===== src/rtl/nlfsr_pkg.sv =====
`default_nettype none
// ============================================================================
//  Module      : nlfsr_pkg
//  Description : Shared types and helpers for the nlfsr_gen RNG block:
//                FSM state encoding, default tap sets for common widths and
//                a configuration sanity-check function.
//  Revision    : 1.0 - initial release
// ============================================================================
package nlfsr_pkg;

    // Two-state control FSM: a single LOAD cycle after reset, then RUN.
    typedef enum logic [0:0] {
        ST_LOAD = 1'b0,
        ST_RUN  = 1'b1
    } nlfsr_state_e;

    // Default tap sets for the widths the RNG datapath uses most.
    localparam int C_W4_TAP_X = 3;
    localparam int C_W4_TAP_A = 2;
    localparam int C_W4_TAP_B = 1;
    localparam int C_W8_TAP_X = 7;
    localparam int C_W8_TAP_A = 6;
    localparam int C_W8_TAP_B = 5;

    // Default tap index k (0 = XOR tap, 1 = first AND tap, 2 = second AND tap).
    // Other widths fall back to the top three state bits.
    function automatic int nlfsr_default_tap(input int width, input int k);
        if (width == 4) begin
            return (k == 0) ? C_W4_TAP_X : (k == 1) ? C_W4_TAP_A : C_W4_TAP_B;
        end else if (width == 8) begin
            return (k == 0) ? C_W8_TAP_X : (k == 1) ? C_W8_TAP_A : C_W8_TAP_B;
        end
        return width - 1 - k;
    endfunction

    // True when width, taps and decoder size form a legal configuration.
    function automatic bit nlfsr_cfg_ok(input int width, input int tap_x,
                                        input int tap_a, input int tap_b,
                                        input int dec_bits);
        bit ok;
        ok = (width >= 3) && (width <= 32);
        ok = ok && (tap_x >= 0) && (tap_x < width);
        ok = ok && (tap_a >= 0) && (tap_a < width);
        ok = ok && (tap_b >= 0) && (tap_b < width);
        ok = ok && (tap_x != tap_a) && (tap_x != tap_b) && (tap_a != tap_b);
        ok = ok && (dec_bits >= 1) && (dec_bits <= width);
        return ok;
    endfunction

endpackage : nlfsr_pkg
`default_nettype wire


===== src/rtl/nlfsr_onehot_dec.sv =====
`default_nettype none
// ============================================================================
//  Module      : nlfsr_onehot_dec
//  Description : Parametrised binary-to-one-hot decoder
//                (DEC_BITS select -> 2**DEC_BITS one-hot lines).
//  Revision    : 1.0 - initial release
// ============================================================================
module nlfsr_onehot_dec
    import nlfsr_pkg::*;
#(
    parameter int DEC_BITS = 3
) (
    input  logic [DEC_BITS-1:0]    sel,
    output logic [2**DEC_BITS-1:0] onehot
);

    // One comparator per output line; exactly one line matches sel.
    for (genvar i = 0; i < 2**DEC_BITS; i++) begin : g_bit
        assign onehot[i] = (sel == DEC_BITS'(i));
    end

endmodule : nlfsr_onehot_dec
`default_nettype wire


===== src/rtl/nlfsr_gen.sv =====
`default_nettype none
// ============================================================================
//  Module      : nlfsr_gen
//  Description : Parametrised nonlinear feedback shift register for the RNG
//                datapath. Seed load via ready/valid, pull-mode or
//                free-running output, automatic all-zero lock-up recovery and
//                one-hot decode of the low state bits.
//                Optional period monitor enabled by defining the macro
//                NLFSR_PERIOD_MON_EN (default build: monitor absent,
//                period/period_valid tied low).
//  Revision    : 1.0 - initial release
// ============================================================================
module nlfsr_gen
    import nlfsr_pkg::*;
#(
    parameter int               WIDTH        = 8,
    parameter int               TAP_X        = nlfsr_default_tap(WIDTH, 0),
    parameter int               TAP_A        = nlfsr_default_tap(WIDTH, 1),
    parameter int               TAP_B        = nlfsr_default_tap(WIDTH, 2),
    parameter int               DEC_BITS     = 3,
    parameter logic [WIDTH-1:0] DEFAULT_SEED = WIDTH'(1)
) (
    input  logic                   clk,
    input  logic                   reset,
    input  logic                   seed_valid,
    output logic                   seed_ready,
    input  logic [WIDTH-1:0]       seed,
    input  logic                   free_run,
    output logic                   rd_valid,
    input  logic                   rd_ready,
    output logic [WIDTH-1:0]       rd_data,
    output logic [2**DEC_BITS-1:0] onehot_out,
    output logic                   lockup,
    output logic [WIDTH:0]         period,
    output logic                   period_valid
);

    // Reject illegal tap/width/seed configurations at elaboration.
    if (!nlfsr_cfg_ok(WIDTH, TAP_X, TAP_A, TAP_B, DEC_BITS) || (DEFAULT_SEED == '0)) begin : g_cfg_error
        $error("nlfsr_gen: illegal WIDTH/TAP/DEC_BITS/DEFAULT_SEED configuration");
    end

    nlfsr_state_e     r_fsm;
    logic [WIDTH-1:0] r_state;
    logic             r_rd_valid;
    logic             r_seed_ready;
    logic             r_lockup;

    logic             w_fb;
    logic [WIDTH-1:0] w_step_val;
    logic             w_run;
    logic             w_seed_hs;
    logic             w_step;
    logic             w_zero_seed;
    logic [WIDTH-1:0] w_load_val;
    logic             w_lock;

    assign w_fb        = r_state[TAP_X] ^ (r_state[TAP_A] & r_state[TAP_B]);
    assign w_step_val  = {r_state[WIDTH-2:0], w_fb};
    assign w_run       = (r_fsm == ST_RUN);
    // seed_ready is only high in RUN, so a handshake implies RUN.
    assign w_seed_hs   = seed_valid & r_seed_ready;
    // free_run and an output transfer in the same cycle still give one step.
    assign w_step      = w_run & (free_run | (r_rd_valid & rd_ready));
    assign w_zero_seed = (seed == '0);
    assign w_load_val  = w_zero_seed ? DEFAULT_SEED : seed;
    // A seed handshake overrides recovery: the seed is already a fresh start.
    assign w_lock      = w_run & (r_state == '0) & ~w_seed_hs;

    // Control FSM and state register: seed > lock-up recovery > step.
    always_ff @(posedge clk) begin
        if (reset) begin
            r_fsm        <= ST_LOAD;
            r_state      <= DEFAULT_SEED;
            r_rd_valid   <= 1'b0;
            r_seed_ready <= 1'b0;
            r_lockup     <= 1'b0;
        end else begin
            r_lockup <= 1'b0;
            case (r_fsm)
                ST_LOAD: begin
                    r_fsm        <= ST_RUN;
                    r_rd_valid   <= 1'b1;
                    r_seed_ready <= 1'b1;
                end
                ST_RUN: begin
                    r_rd_valid   <= 1'b1;
                    r_seed_ready <= 1'b1;
                    if (w_seed_hs) begin
                        r_state  <= w_load_val;
                        r_lockup <= w_zero_seed;
                    end else if (w_lock) begin
                        r_state  <= DEFAULT_SEED;
                        r_lockup <= 1'b1;
                    end else if (w_step) begin
                        r_state  <= w_step_val;
                    end
                end
                default: begin
                    r_fsm <= ST_LOAD;
                end
            endcase
        end
    end

    assign rd_data    = r_state;
    assign rd_valid   = r_rd_valid;
    assign seed_ready = r_seed_ready;
    assign lockup     = r_lockup;

    nlfsr_onehot_dec #(
        .DEC_BITS (DEC_BITS)
    ) u_dec (
        .sel    (r_state[DEC_BITS-1:0]),
        .onehot (onehot_out)
    );

`ifdef NLFSR_PERIOD_MON_EN
    localparam logic [WIDTH:0] C_CNT_ONE = 1;

    logic [WIDTH:0]   r_cnt;
    logic [WIDTH:0]   r_period;
    logic [WIDTH-1:0] r_ref;
    logic             r_period_valid;

    // Period monitor: count steps since the reference state was last seen.
    // A saturated count means the reference was lost; its return clears the
    // counter without reporting a bogus period.
    always_ff @(posedge clk) begin
        if (reset) begin
            r_cnt          <= '0;
            r_period       <= '0;
            r_ref          <= DEFAULT_SEED;
            r_period_valid <= 1'b0;
        end else begin
            r_period_valid <= 1'b0;
            if (w_seed_hs) begin
                r_cnt <= '0;
                r_ref <= w_load_val;
            end else if (w_lock) begin
                r_cnt <= '0;
                r_ref <= DEFAULT_SEED;
            end else if (w_step) begin
                if (w_step_val == r_ref) begin
                    r_cnt <= '0;
                    if (r_cnt != '1) begin
                        r_period       <= r_cnt + C_CNT_ONE;
                        r_period_valid <= 1'b1;
                    end
                end else if (r_cnt != '1) begin
                    r_cnt <= r_cnt + C_CNT_ONE;
                end
            end
        end
    end

    assign period       = r_period;
    assign period_valid = r_period_valid;
`else
    assign period       = '0;
    assign period_valid = 1'b0;
`endif

endmodule : nlfsr_gen
`default_nettype wire


===== config.mk =====
export PLATFORM = sky130hd
export DESIGN_NAME = nlfsr_gen
export DESIGN_NICKNAME = d
export VERILOG_FILES = /design/src/rtl/nlfsr_pkg.sv /design/src/rtl/nlfsr_onehot_dec.sv /design/src/rtl/nlfsr_gen.sv
export SDC_FILE = /design/constraint.sdc
export NUM_CORES = 1
export LEC_CHECK = 0
export CORE_AREA = 2 2 46 48
export CTS_BUF_LIST = sky130_fd_sc_hd__clkbuf_16
export DETAILED_ROUTE_END_ITERATION = 8
export DIE_AREA = 0 0 48 50
export GPL_TIMING_DRIVEN = 0
export PLACE_DENSITY = 0.82
export SLEW_MARGIN = 20
export SYNTH_ARGS = -nofsm -noshare
export SYNTH_HDL_FRONTEND = slang
export SYNTH_SLANG_ARGS = --single-unit

===== constraint.sdc =====
create_clock -name clk -period 3.3 [get_ports clk]
set_clock_uncertainty 0.15 [all_clocks]
set_input_delay 0.825 -clock clk [delete_from_list [all_inputs] [get_ports clk]]
set_output_delay 0.825 -clock clk [all_outputs]
set_load 0.03 [all_outputs]

### Word-level counts from Yosys, hierarchy flattened

Index checks and enable logic that the tools add are counted.
W data, S select, Z words.

| storage, ports and cells | value |
|---|---|
| register bits after elaboration | 10 |
| word-level logic and storage cells | 33 |
| output and inout port bits | 29 |
| input bits | 13 |

| operators by class | value |
|---|---|
| bitwise operators | 10 |
| equal/unequal tests | 7 |
| muxes and demuxes | 7 |
| reduce and logical (&&, ||, !) cells | 6 |

Operators with widths:

| cell | number |
|---|---|
| $mux W8 | 4 |
| $logic_not A8 Y1 | 2 |
| $eq A3 B3 Y1 const B | 4 |
| $and A1 B1 Y1 | 6 |
| $eq A3 B2 Y1 const B | 2 |
| $eq A3 B1 Y1 const B | 1 |
| $logic_not A3 Y1 | 1 |
| $mux W1 | 3 |
| $reduce_bool A3 Y1 | 1 |
| $not A1 Y1 | 2 |
| $reduce_and A2 Y1 | 1 |
| $reduce_or A2 Y1 | 1 |
| $or A1 B1 Y1 | 1 |
| $xor A1 B1 Y1 | 1 |

### Longest topological paths before layout

Gate-level depths: netlist of run 1.

| depth | value |
|---|---|
| word-level depth | 6 |
| gate-level depth with buffers | 6 |
| mapped depth without buffers | 4 |

### Modules after synthesis

A second synthesis of run 1 with hierarchy kept.

| unflattened totals | value |
|---|---|
| cells, all modules | 82 |
| area, all modules | 655.6 um2 |

By module, submodules not included:

| module | seq. area each (um2) | area each (um2) | instances | cells each |
|---|---|---|---|---|
| nlfsr_gen | 200.2 | 590.6 | 1 | 74 |
| nlfsr_onehot_dec | 0.0 | 65.1 | 1 | 8 |

### Worst setup path after synthesis of run 1

No wires, ideal clock.

| path | value |
|---|---|
| path kind | register to output |
| start point | reg r_state[0] (netlist: rd_data[0]) |
| end point | out onehot_out[5] |
| data required time | 2.325 ns |
| stages on the path, launching flop included | 3 |
| setup slack | 0.787 ns |
| arrival time | 1.538 ns |
| buffers on the path | 0 |
| path through | dfxtp_1 -> inv_1 -> nor3b_1 |

| between the ends | value |
|---|---|
| cells in the longest elaborated chain, start to end | 1 |

Ends and longest elaborated chain:

| item | line | source |
|---|---|---|
| start: declaration | nlfsr_gen.sv:44 | `logic [WIDTH-1:0] r_state;` |
| start signal: assignment | nlfsr_gen.sv:90 | `r_state <= w_load_val;` |
| start signal: assignment | nlfsr_gen.sv:96 | `r_state <= w_step_val;` |
| $eq A3 B3 Y1 | nlfsr_onehot_dec.sv:19 | `assign onehot[i] = (sel == DEC_BITS'(i));` |
| end: declaration | nlfsr_gen.sv:32 | `output logic [2**DEC_BITS-1:0] onehot_out,` |

Every way passes these cells.

### Final worst setup path of run 1

Ends and elaborated chain as after synthesis.

==> flow_summary.toml, run 1 <==
[global_route]
grt_pass1_wl_mm = 2.932
grt_max_degree = 11
grt_pass1_vias = 674
antenna_found_initial = 0
grt.total_usage_pct = 16.76
grt_overflow = 0

[pwr]
internal-power_mw = 0.3730
power_frac_seq_pct = 27.1
ir_drop_uv = 264.6
switching_share_pct = 30.76
power_frac_clock_pct = 39.5
p_leak_nw = 0.4947
pwr_density_cell_nw_per_um2 = 456.1
p_sw_mw = 0.1657
combPwrFrac_pct = 33.4

[sta]
finalSetupViolCount = 0
period_minus_slack_ps = 2727
slew_viol_final = 0
hold_viol_final = 0
fin_crit_sh_pct = 82.65
fmax_ghz = 0.3666
tns_ps = 0
rsz0062_at_grt = "no"

[final_layout]
syn_to_final_growth_pct = 60.82
instances_no_fill = 155
finalNetCount = 142
diodes = 0
layout-drive-gt1-share_pct = 20.31

[flow_run]
maxCapViolations = 0

[place]
routabilityCongestion = 0.8541
hpwlAfterDp_mm = 1.431
dp_cells = 151
port_buffers = 30

[floorplanning]
die_y_um = 50
dieArea_sq_um = 2400
dieWidth_um = 48
coreArea_sq_um = 1902
start_util_pct = 38.62
ios = 42
std_cell_rows = 16

[clocking]
clkSlewWorstSetupHoldPaths_ps = 40
cts_setup_buffers = 0
cts_htree_levels = 1
clk_latency_ps = 230
cts_buffers = 3
cts_hold_buf = 0
cts-resized-gates = 0
cts_sinks = 10
cts_tree = "done"
cts-root-buf = "clkbuf_16"
cts_buffer_depth = 2

[setup_path]
crit_required_ps = 2320
critPathLaunch = "rd_data[0]"
end_kind = "output port"
worstPathMaxFanout = 8
crit_type = "reg -> out"
reg2reg_from = "rd_data[7]"
setup.worst_path.start_class = "register"
critPathArrivalTime_ps = 1750

[drt]
dr.pass1.iters = 4
drc_errors = 0
wire_per_inst_um = 11.85
via_per_inst = 4.742
wl_mm = 1.836
dr_total_vias = 735
ant_nets = 0
drt-initial-drc-count = 20

[yosys]
synth_ff_type = "dfxtp_1"
yosysSeqAreaShare_pct = 27.26
ys_warn_count = 0
yosysUniqueCellTypes = 32
syn_area_sq_um = 734.5
synth-seq-cells = 10
synthTopCellsByArea = "dfxtp_1 27%, buf_4 12%, a311oi_1 6.0%"
netlist_instances = 85
synth_most_common_cell = "buf_4"
yosysTopAreaCell = "dfxtp_1"
synth_common_cells = "12 x buf_4, 10 x dfxtp_1, 10 x nand2_1"
synth_edf_count = 0
postSynth.asyncResetShare_pct = 0
synth_top_area_share_pct = 27.26
avgSynthCellArea_sq_um = 8.641

[min_path]
hp-start = "rd_data[6]"
hold_class = "reg -> reg"

[outcome]
status = "complete, no violations"
## routing by layer
metal / track usage [%] / vias to the layer above / share of wire [%]
met5: 0 / - / 0
met4: 4.054 / 0 / 0
met3: 3.663 / 0 / 7.4
met2: 29.11 / 32 / 49
met1: 19.91 / 331 / 44
li1: - / 372 / -
## cells by family (layout without fill, tap and decap cells)
| kind of cell | Yosys count | count (layout) | synth area share, % |
|---|---|---|---|
| compound gates | 15 | 15 | 18.91 |
| xor+xnor | 1 | 1 | 1.193 |
| buf+inv | 20 | 54 | 23.34 |
| flops | 10 | 10 | 27.26 |
| other cells | 1 | 10 | 0.5106 |
| simple gates | 38 | 38 | 28.79 |
## power groups by stage
stage | combinational, mW | clock [mW] | sequential, mW
floorplan | 0.102 | 0 | 0.165
detailed placement | 0.179 | 0 | 0.148
finish | 0.180 | 0.213 | 0.146
global route | 0.192 | 0.225 | 0.148
CTS | 0.180 | 0.215 | 0.146
global placement | 0.177 | 0 | 0.147
## metrics by stage
step                power, mW  utilization (%)  hold slack [ps]  worst slack, ps  cell area, sq um
CTS                    0.5413            62.11            401.6            560.7              1181
finish                 0.5388            62.11            398.8            572.6              1181
floorplan              0.2665                -            481.8            787.5             768.2
global route           0.5649            62.11            435.5            484.7              1181
detailed placement     0.3273            57.96            395.1            814.3              1102
global placement       0.3242            57.96            386.2            828.7              1102
## sequential cells by signal, summed over array words and instances (netlist names)
register and cells:
seed_ready 1, rd_data 8, lockup 1
## final timing paths
path | endpoint | slack (ps) | cells after the start
worst max-delay path | onehot_out[5] | 570 | 3
worst min-delay path | rd_data[7] | 400 | 2
worst max register to register | rd_data[2] | 1680 | 5
worst min register to register | rd_data[7] | 400 | 2
## worst max-delay path, stage by stage, from the launching register on
cell and delay (ps):
dfxtp_1 470, inv_1 140, nor3b_1 210, clkdlybuf4s50_1 700
## cell usage in the layout (no fill, tap or decap), types with 3 or more instances in the layout
| cell | synthesis | routed |
|---|---|---|
| conb_1 | 1 | 10 |
| nand3_1 | 6 | 6 |
| nand2_1 | 10 | 10 |
| nor2_1 | 8 | 8 |
| clkdlybuf4s50_1 | 0 | 30 |
| a311oi_1 | 5 | 5 |
| inv_1 | 3 | 3 |
| dfxtp_1 | 10 | 10 |
| clkbuf_16 | 0 | 3 |
| nor3b_1 | 3 | 3 |
| buf_4 | 12 | 12 |
## cell type report
| class | instances | area [sq um] |
|---|---|---|
| buffer | 17 | 160.2 |
| clock buffer | 3 | 75.07 |
| clock inverter | 1 | 3.754 |
| fill | 159 | 720.7 |
| inverter | 3 | 11.26 |
| multi-input combinational | 64 | 396.6 |
| sequential | 10 | 200.2 |
| tap | 27 | 33.78 |
| timing repair buffer | 30 | 300.3 |
No activity file was read; power rests on OpenSTA's default activity.
==> run 2: changes to the inputs <==
Settings changed: CORE_AREA 2 2 46 48 to 2 2 48 50, DIE_AREA 0 0 48 50 to 0 0 50 52, PLACE_DENSITY 0.82 to 0.76.
Clock period 3.3 ns to 2.8 ns, I/O delays scaled along.
==> run 2 against run 1 <==
  * Routed wire length shrank 1.1%
  * Cell area rose by 0.11%
  * Clock power up 19%
  * First-iteration DRC count is 35% lower
  * Die area grew 8.3%
  * Global-route usage decreased by 2.1 points
  * Via count increased by 1.6%
==> flow_summary.toml, run 2 (synthesis results as in run 1) <==
[outcome]
status = "complete, no violations"

[floorplanning]
coreArea_sq_um = 2106
dieWidth_um = 50
die_y_um = 52
dieArea_sq_um = 2600
start_util_pct = 34.88
ios = 42
std_cell_rows = 17

[final_layout]
finalNetCount = 142
finalCoreUtilization_pct = 56.15
final_cell_mix = "30 x clkdlybuf4s50_1, 12 x buf_4, 10 x nand2_1, 10 x conb_1, 10 x dfxtp_1"
final_common_cell = "clkdlybuf4s50_1"
largest_reg_flops = 8
instances_no_fill = 156
post-route-cell-area_sq_um = 1182
syn_to_final_growth_pct = 60.99
diodes = 0
layout-drive-gt1-share_pct = 20.31

[flow_run]
maxCapViolations = 0

[place]
placedInstanceArea_sq_um = 1104
routabilityCongestion = 0.8123
dp_cells = 152
place_ws_ps = 421.8
port_buffers = 30
hpwlAfterDp_mm = 1.445

[sta]
fin_crit_sh_pct = 93.75
finalSetupViolCount = 0
timing.hold.ws_ps = 397.7
rsz0062_at_grt = "no"
tns_ps = 0
period_minus_slack_ps = 2625
setup_ws_ps = 175.1
fmax_ghz = 0.3810
hold_viol_final = 0
slew_viol_final = 0

[drt]
drt-initial-drc-count = 13
via_per_inst = 4.788
drc_errors = 0
ant_nets = 0
dr.pass1.iters = 4
wire_per_inst_um = 11.64
wl_mm = 1.816
dr_total_vias = 747

[clocking]
clk_latency_ps = 230
cts_hold_buf = 0
cts_setup_buffers = 0
cts-root-buf = "clkbuf_16"
clkSlewWorstSetupHoldPaths_ps = 40
cts_sinks = 10
cts_buffers = 3
cts_htree_levels = 1
cts_tree = "done"
cts_buffer_depth = 2
cts-resized-gates = 0

[global_route]
antenna_found_initial = 0
grt_pass1_vias = 684
grt_overflow = 0
grt_pass1_wl_mm = 2.925
grt_max_degree = 11
grt.total_usage_pct = 14.70

[setup_path]
crit_required_ps = 1950
setup.worst_path.start_class = "register"
worstPathMaxFanout = 8
critPathArrivalTime_ps = 1770
end_kind = "output port"
crit_type = "reg -> out"

[min_path]
hold_class = "reg -> reg"

[pwr]
p_leak_nw = 0.4947
total_power_mw = 0.6376
pwr_density_cell_nw_per_um2 = 539.2
ir_drop_uv = 282.7
==> run 2: cell counts in the layout (fill, tap and decap cells not counted) <==
No cell type changed its count.
==> run 2: path summary, 6_finish.rpt <==
path / start / endpoint / slack (ps) / cells after the start
max: rd_data[0] / onehot_out[5] / 180 / 3
min: rd_data[6] / rd_data[7] / 400 / 2
max reg2reg: rd_data[7] / rd_data[2] / 1130 / 5
min reg2reg: rd_data[6] / rd_data[7] / 400 / 2
==> run 2: layout make-up <==
| class | count | area (sq um) |
|---|---|---|
| inverters | 3 | 11.26 |
| clock inverters | 1 | 3.754 |
| well taps | 28 | 35.03 |
| flip-flops and latches | 10 | 200.2 |
| multi-input cells | 64 | 396.6 |
| fillers | 178 | 923.4 |
| plain buffers | 17 | 160.2 |
| clock buffers | 3 | 75.07 |
| repair buffers | 30 | 300.3 |
==> run 2: routing by layer <==
metal | vias to the layer above | global-route usage [%] | share of wire [%]
met5 | - | 0 | 0
met4 | 0 | 9.722 | 1.0
met2 | 36 | 25.00 | 47
li1 | 372 | - | -
met3 | 2 | 0.8621 | 6.7
met1 | 337 | 17.86 | 45
==> run 2: power by group <==
group / switching (mW) / internal [mW] / leakage [nW] / total, mW
sequential: 0.0170 / 0.155 / 0.0828 / 0.172
clock: 0.0663 / 0.187 / 0.0385 / 0.254
combinational: 0.114 / 0.0979 / 0.373 / 0.212
total: 0.198 / 0.440 / 0.495 / 0.638
==> run 2: critical path, stage by stage, from the launching register on <==
cell,delay (ps)
dfxtp_1,480
inv_1,140
nor3b_1,220
clkdlybuf4s50_1,710
